## config.mk

```make
export PLATFORM = sky130hd
export DESIGN_NAME = key_rst_gen
export DESIGN_NICKNAME = d
export VERILOG_FILES = /design/src/rtl/key_rst_gen.sv
export SDC_FILE = /design/constraint.sdc
export NUM_CORES = 1
export LEC_CHECK = 0
export CAP_MARGIN = 20
export CORE_ASPECT_RATIO = 1.25
export CORE_UTILIZATION = 35
export DETAILED_ROUTE_END_ITERATION = 7
export PLACE_DENSITY = 0.47
export SYNTH_ARGS = -nofsm -noshare
export SYNTH_HDL_FRONTEND = slang
export SYNTH_SLANG_ARGS = --single-unit
```

## constraint.sdc

```tcl
create_clock -name clk -period 4.1 [get_ports clk]
set_input_delay 0.615 -clock clk [delete_from_list [all_inputs] [get_ports clk]]
set_output_delay 0.615 -clock clk [all_outputs]
set_load 0.01 [all_outputs]
```

## src/rtl/key_rst_gen.sv

```systemverilog
// Key-combo reset generator: per-key sync and debounce, then a held combo fires a stretched,
// synchronously released active-low reset pulse. Reset itself replays the full pulse.
module key_rst_gen #(
    parameter int unsigned           NUM_KEYS     = 4,
    parameter int unsigned           DEBOUNCE_CYC = 240000,
    parameter int unsigned           HOLD_CYC     = 12000000,
    parameter int unsigned           STRETCH_CYC  = 16,
    parameter logic [NUM_KEYS-1:0]   COMBO_MASK   = '1,
    parameter int unsigned           MODE         = 1
) (
    input  logic                clk,
    input  logic                rst_n,
    input  logic [NUM_KEYS-1:0] key_in,
    output logic [NUM_KEYS-1:0] key_db,
    output logic                sw_rst_n,
    output logic                fire_pulse,
    output logic                busy
);

    localparam int unsigned DB_W = (DEBOUNCE_CYC > 1) ? $clog2(DEBOUNCE_CYC) : 1;
    localparam int unsigned HO_W = (HOLD_CYC > 1) ? $clog2(HOLD_CYC) : 1;
    localparam int unsigned ST_W = (STRETCH_CYC > 1) ? $clog2(STRETCH_CYC) : 1;

    localparam logic [DB_W-1:0] DB_LAST = DB_W'(DEBOUNCE_CYC - 1);
    localparam logic [HO_W-1:0] HO_LAST = HO_W'(HOLD_CYC - 1);
    localparam logic [ST_W-1:0] ST_LAST = ST_W'(STRETCH_CYC - 1);

    typedef enum logic [1:0] {StIdle, StArm, StFire, StWaitRel} state_e;

    logic [NUM_KEYS-1:0] sync1_q, sync2_q;
    logic [NUM_KEYS-1:0] stable_q, stable_d;
    logic [DB_W-1:0]     db_cnt_q [NUM_KEYS];
    logic [DB_W-1:0]     db_cnt_d [NUM_KEYS];

    state_e          state_q, state_d;
    logic [HO_W-1:0] hold_q, hold_d;
    logic [ST_W-1:0] stretch_q, stretch_d;
    logic            sw_rst_n_q, sw_rst_n_d;
    logic            fire_q, fire_d;
    logic            trig, any_held;

    // Sync flops and stable level reset to "released" so no key reads as pressed out of reset.
    always_ff @(posedge clk or negedge rst_n) begin
        if (!rst_n) begin
            sync1_q  <= '1;
            sync2_q  <= '1;
            stable_q <= '1;
            for (int i = 0; i < NUM_KEYS; i++) begin
                db_cnt_q[i] <= '0;
            end
        end else begin
            sync1_q  <= key_in;
            sync2_q  <= sync1_q;
            stable_q <= stable_d;
            for (int i = 0; i < NUM_KEYS; i++) begin
                db_cnt_q[i] <= db_cnt_d[i];
            end
        end
    end

    always_comb begin
        stable_d = stable_q;
        for (int i = 0; i < NUM_KEYS; i++) begin
            db_cnt_d[i] = '0;
            if (sync2_q[i] != stable_q[i]) begin
                if (db_cnt_q[i] == DB_LAST) begin
                    stable_d[i] = sync2_q[i];
                end else begin
                    db_cnt_d[i] = db_cnt_q[i] + DB_W'(1);
                end
            end
        end
    end

    assign key_db   = ~stable_q;
    assign any_held = |(key_db & COMBO_MASK);
    assign trig     = (MODE != 0) ? &(key_db | ~COMBO_MASK) : any_held;

    // Reset lands in StFire so the stretched pulse is replayed after every rst_n release.
    always_ff @(posedge clk or negedge rst_n) begin
        if (!rst_n) begin
            state_q    <= StFire;
            hold_q     <= '0;
            stretch_q  <= '0;
            sw_rst_n_q <= 1'b0;
            fire_q     <= 1'b0;
        end else begin
            state_q    <= state_d;
            hold_q     <= hold_d;
            stretch_q  <= stretch_d;
            sw_rst_n_q <= sw_rst_n_d;
            fire_q     <= fire_d;
        end
    end

    always_comb begin
        state_d   = state_q;
        hold_d    = hold_q;
        stretch_d = stretch_q;
        fire_d    = 1'b0;
        case (state_q)
            StIdle: begin
                if (trig) begin
                    hold_d  = '0;
                    state_d = StArm;
                end
            end
            StArm: begin
                if (!trig) begin
                    state_d = StIdle;
                end else if (hold_q == HO_LAST) begin
                    state_d   = StFire;
                    fire_d    = 1'b1;
                    stretch_d = '0;
                end else begin
                    hold_d = hold_q + HO_W'(1);
                end
            end
            StFire: begin
                if (stretch_q == ST_LAST) begin
                    state_d = StWaitRel;
                end else begin
                    stretch_d = stretch_q + ST_W'(1);
                end
            end
            StWaitRel: begin
                if (!any_held) begin
                    state_d = StIdle;
                end
            end
            default: state_d = StIdle;
        endcase
        sw_rst_n_d = (state_d != StFire);
    end

    assign sw_rst_n   = sw_rst_n_q;
    assign fire_pulse = fire_q;
    assign busy       = (state_q != StIdle);

endmodule

```

**After elaboration in Yosys (flattened, before gate mapping)**

Cells that the tools add are included.

- Logic and storage cells: 78
- Flip-flop bits (word level): 116
- Input port bits: 6
- Output and inout bits: 7

- Bitwise operators: 1
- Reductions and logical operators: 12
- Add/sub/neg operators: 6
- Muxes and demuxes: 25
- Equal/unequal tests: 19

Operators by type and width:

| cell | count |
|---|---|
| 18-bit 2-to-1 mux | 8 |
| 18-bit by 1-bit adder with 18-bit output, second input constant | 4 |
| 18-bit == test, second input constant | 4 |
| 24-bit 2-to-1 mux | 3 |
| 24-bit one-hot mux with 2 select lines | 1 |
| 24-bit by 1-bit adder with 24-bit output, second input constant | 1 |
| 24-bit == test, second input constant | 1 |
| 4-bit 2-to-1 mux | 3 |
| 2-bit inequality test, second input constant | 6 |
| 4-bit AND reduction | 3 |
| 2-bit 2-to-1 mux | 5 |
| 2-bit one-hot mux with 4 select lines | 1 |
| 4-bit one-hot mux with 2 select lines | 1 |
| 2-bit AND reduction | 4 |
| 2-bit nonzero test | 3 |
| 4-bit by 1-bit adder with 4-bit output, second input constant | 1 |
| 2-bit == test, second input constant | 2 |
| 4-bit == test, second input constant | 1 |
| 1-bit inequality test | 4 |
| 4-bit inverter | 1 |
| 4-bit OR reduction | 1 |
| 1-bit 2-to-1 mux | 3 |
| 2-bit by 1-bit == test with 1-bit output, second input constant | 1 |
| 2-bit logical NOT | 1 |

**Logic depth before layout (Yosys ltp)**

- Depth after elaboration: 5
- Gate-level depth with buffers: 9

**Worst setup path before layout**

Ideal clock, no wire load.

- Path kind: reg2reg
- Start point: register db_cnt_q[0] in the netlist's numbering
- End point: register db_cnt_q[10] in the netlist's numbering
- Cell stages (with the launch flop): 10
- Path slack: 2043 ps
- Period minus slack after synthesis: 2057 ps
- Data arrival time: 1984 ps
- Library setup time: 72 ps
- Path buffers: 3
- Cell sequence: dfrtp_1 > ha_1 > and3_1 > and4_1 > clkbuf_1 > and4_1 > or2_2 > buf_2 > clkbuf_1 > nor2_1

RTL lines:

| element | line | RTL |
|---|---|---|
| start: declaration | 32 | `logic [DB_W-1:0] db_cnt_q [NUM_KEYS];` |
| start signal: indexed assignment | 56 | `db_cnt_q[i] <= db_cnt_d[i];` |

**Worst setup path after layout**

- Start point: register state_q[0]
- End point: output busy

- Word-level cells in the longest chain between the ends: 1

RTL lines:

| element | line | RTL |
|---|---|---|
| start: declaration | 35 | `state_e state_q, state_d;` |
| start signal: assignment | 82 | `state_q <= StFire;` |
| start signal: assignment | 88 | `state_q <= state_d;` |
| 2-bit nonzero test | 138 | `assign busy = (state_q != StIdle);` |
| end: declaration | 17 | `output logic busy` |

No other way between the ends.

==> flow_results.xml <==
<?xml version="1.0" encoding="UTF-8"?>
<metrics>
  <group name="run_status">
    <metric name="status" unit="">complete, no violations</metric>
  </group>
  <group name="power_and_ir_drop">
    <metric name="switching_power" unit="µW">605</metric>
    <metric name="power.ir.vdd_worst" unit="mV">0.229</metric>
    <metric name="power.share.combinational" unit="%">2.3</metric>
    <metric name="p_leak" unit="nW">2.77</metric>
    <metric name="internal_power" unit="mW">2.08</metric>
    <metric name="clock_power_share" unit="%">53.9</metric>
    <metric name="netSwitchingFraction" unit="%">22.6</metric>
    <metric name="powerDensity" unit="nW/µm²">411</metric>
    <metric name="p_seq_share" unit="%">43.8</metric>
  </group>
  <group name="route">
    <metric name="drc" unit="">0</metric>
    <metric name="vias_per_cell" unit="">5.00</metric>
    <metric name="number_of_design_rule_violations_left_by_the_first_detailed_router_iteration" unit="">188</metric>
    <metric name="dr_total_vias" unit="">4051</metric>
    <metric name="overall_routed_net_length" unit="mm">11.4</metric>
    <metric name="antenna_violating_nets_post_route" unit="">0</metric>
    <metric name="drt_pre_antenna_iters" unit="">4</metric>
    <metric name="routed_wire_length_per_instance" unit="µm">14.1</metric>
  </group>
  <group name="sta">
    <metric name="setup_slack" unit="ns">1.64</metric>
    <metric name="final.setup_skew" unit="ns">0.00576</metric>
    <metric name="tightestPinTransition" unit="ns">0.858</metric>
    <metric name="post-route-min-period" unit="ns">2.46</metric>
    <metric name="finalSetupViolCount" unit="">0</metric>
    <metric name="rsz0062_at_grt" unit="">false</metric>
    <metric name="hold_ws" unit="ns">0.296</metric>
    <metric name="slew_headroom" unit="%">42.6</metric>
    <metric name="max_clk_rate" unit="MHz">407</metric>
    <metric name="setup_tns" unit="ns">0</metric>
    <metric name="drv_slew" unit="">0</metric>
    <metric name="endpoints_failing_hold" unit="">0</metric>
    <metric name="share_of_the_cycle_needed_by_the_critical_path_after_routing" unit="%">60.0</metric>
  </group>
  <group name="floorplanning">
    <metric name="chipWidth" unit="µm">115</metric>
    <metric name="fp.dieH" unit="µm">143</metric>
    <metric name="rows" unit="">51</metric>
    <metric name="floorplan.initialDensity" unit="%">35.8</metric>
    <metric name="core-area" unit="µm²">15600</metric>
    <metric name="floorplan.io_pins" unit="">13</metric>
    <metric name="total_die_area" unit="µm²">16500</metric>
  </group>
  <group name="finish">
    <metric name="nFillCells" unit="">1517</metric>
    <metric name="antenna-diode-count" unit="">0</metric>
    <metric name="fin_nets" unit="">598</metric>
    <metric name="final_layout_size_suffix_gt1_share" unit="%">9.85</metric>
    <metric name="area_delta_synth_final" unit="%">16.5</metric>
    <metric name="total_area_of_multi_input_combinational_cells" unit="µm²">2560</metric>
    <metric name="sequential_cell_area" unit="µm²">2920</metric>
  </group>
  <group name="yosys">
    <metric name="yosysMostFrequentCell" unit="">dfrtp_1</metric>
    <metric name="synth_flop_cell" unit="">dfrtp_1</metric>
    <metric name="synth_edf_count" unit="">0</metric>
    <metric name="post_synth_main_area_contributors" unit="">dfrtp_1 46%, xor2_1 8.4%, nor2_1 6.5%, dfstp_2 6.1%, xnor2_1 3.9%</metric>
    <metric name="syn-num-nets" unit="">583</metric>
    <metric name="syn-mean-instance-area" unit="µm²">9.81</metric>
    <metric name="post_synthesis_cell_area" unit="µm²">5600</metric>
    <metric name="yosys_register_bits" unit="">116</metric>
    <metric name="synth_top_cell_by_area" unit="">dfrtp_1</metric>
    <metric name="post_synth_most_frequent_cells" unit="">103 x dfrtp_1, 97 x nor2_1, 54 x xor2_1, 47 x nand2_1, 40 x nand3_1</metric>
    <metric name="synthesis.instances" unit="">571</metric>
    <metric name="synth_sequential_area_ratio" unit="%">52.1</metric>
    <metric name="synth_top_area_share" unit="%">46.0</metric>
    <metric name="yosysUniqueCellTypes" unit="">48</metric>
    <metric name="synth-warning-count" unit="">0</metric>
    <metric name="asyncSetResetFlopFracSynth" unit="%">100</metric>
  </group>
  <group name="critical_path">
    <metric name="worst_setup_path_end_kind" unit="">output port</metric>
    <metric name="crit_fanout" unit="">14</metric>
    <metric name="crit_path_start_kind" unit="">flip-flop</metric>
    <metric name="crit_required" unit="ns">3.48</metric>
    <metric name="critical_path_arrival" unit="ns">1.84</metric>
    <metric name="critical_path_class" unit="">flip-flop to output port</metric>
  </group>
  <group name="grt">
    <metric name="grt_overflow_total" unit="">0</metric>
    <metric name="grt_pass1_wl" unit="mm">19.9</metric>
    <metric name="number_of_antenna_violations_at_the_first_check_in_global_routing" unit="">0</metric>
    <metric name="globalRouteTotalUtil" unit="%">15.6</metric>
    <metric name="grt_max_degree" unit="">63</metric>
    <metric name="first_global_vias" unit="">3998</metric>
  </group>
  <group name="min_path">
    <metric name="timing.hold.worst.class" unit="">input pin to async pin</metric>
  </group>
  <group name="clocking">
    <metric name="clock_tree.buffer_depth" unit="">2</metric>
    <metric name="clock_sinks" unit="">116</metric>
    <metric name="clk_transition_reported_paths" unit="ns">0.05</metric>
    <metric name="tritoncts" unit="">done</metric>
    <metric name="h-tree-depth" unit="">4</metric>
    <metric name="cts_hold_buffers" unit="">0</metric>
    <metric name="cts_setup_buffers" unit="">0</metric>
    <metric name="clock_insertion_delay_at_the_later_pin_of_the_skew_report" unit="ns">0.41</metric>
    <metric name="clock_tree.root_cell" unit="">clkbuf_16</metric>
    <metric name="cts_buffers" unit="">17</metric>
    <metric name="post_cts_resized" unit="">0</metric>
  </group>
  <group name="placement">
    <metric name="routabilityCongestion" unit="">0.756</metric>
    <metric name="io_buffers" unit="">12</metric>
    <metric name="dp_hpwl" unit="mm">7.71</metric>
    <metric name="detailedPlace.worstSlack" unit="ns">1.79</metric>
  </group>
  <group name="job">
    <metric name="drv_cap" unit="">0</metric>
  </group>
</metrics>
-- per-stage QoR --
step                      util [%]  instance area (µm²)  instances  total power [mW]
after floorplan                  -                 5600        571              1.22
after global placement        38.0                 5940        779              1.26
after detailed placement      38.0                 5940        779              1.26
after CTS                     41.7                 6530        811              2.73
after global routing          41.7                 6530        811              2.80
final                         41.7                 6530        811              2.68
-- power by group through the flow --
stage | logic, mW | registers (mW) | clock network, mW
after floorplan | 0.0276 | 1.19 | 0
after global placement | 0.0638 | 1.19 | 0
after detailed placement | 0.0648 | 1.19 | 0
after CTS | 0.0650 | 1.18 | 1.49
after global routing | 0.0726 | 1.18 | 1.55
final | 0.0612 | 1.18 | 1.44
-- layout make-up --
class	count	area share, %
repair buffers	14	2.22
clock buffers	17	6.52
multi-input cells	423	39.2
flip-flops and latches	116	44.7
clock inverters	15	2.45
inverters	14	0.805
well taps	212	4.06
-- cells in the final DEF (no fill, tap or decap), drive strengths merged, types with 7 or more instances in the layout --
cell           count
dfrtp            103
nor2              97
xor2              54
nand2             47
nand3             40
nand4             27
xnor2             25
clkbuf            17
o21ai             16
and3              15
inv               15
nor3              15
dfstp             13
and4              11
clkdlybuf4s50     11
a21oi              9
nor4               7
clkinv             7
-- flip-flops by register name (all words and copies together), names as in the netlist, 2 cells and up --
signal     flops
db_cnt_q      72
hold_q        24
stable_q       4
state_q        2
stretch_q      4
sync1_q        4
sync2_q        4
-- logic make-up after synthesis --
kind of cell,after synthesis,synth area share (%)
buffers and inverters,32,2.21
AO/OA/AOI/OAI,42,4.67
multiplexers,2,0.380
flip-flops,116,52.1
adder cells (fa/ha/maj),6,1.34
AND/OR/NAND/NOR,294,26.9
XOR/XNOR,79,12.4
-- critical path, cell delays in order, from the launching register on --
cell and delay (ns):
dfrtp_1 0.55, or2_2 0.37, clkdlybuf4s50_1 0.51
-- layer usage --
layer / vias to the layer above / track usage [%] / part of all wire, %
met5: - / 0 / 0
met4: 0 / 5.60 / 1.6
met3: 16 / 5.19 / 5.0
met2: 68 / 25.0 / 48
met1: 1959 / 19.5 / 45
li1: 2008 / - / -
-- final timing paths --
kind	start	to	slack, ns	cells after the start
max	state_q[0]$_DFF_PN0_	busy	1.64	2
max reg2reg	stable_q[2]$_DFFE_PN1P_	hold_q[23]$_DFFE_PN0P_	1.79	5
min in group clk	sync1_q[3]$_DFF_PN1_	sync2_q[3]$_DFF_PN1_	0.36	0
min reg2reg	sync1_q[3]$_DFF_PN1_	sync2_q[3]$_DFF_PN1_	0.36	0
min	rst_n	db_cnt_q[70]$_DFF_PN0_	0.30	1
max in group asynchronous	rst_n	sync1_q[1]$_DFF_PN1_	2.98	2
(Power assumes the default switching activity.)
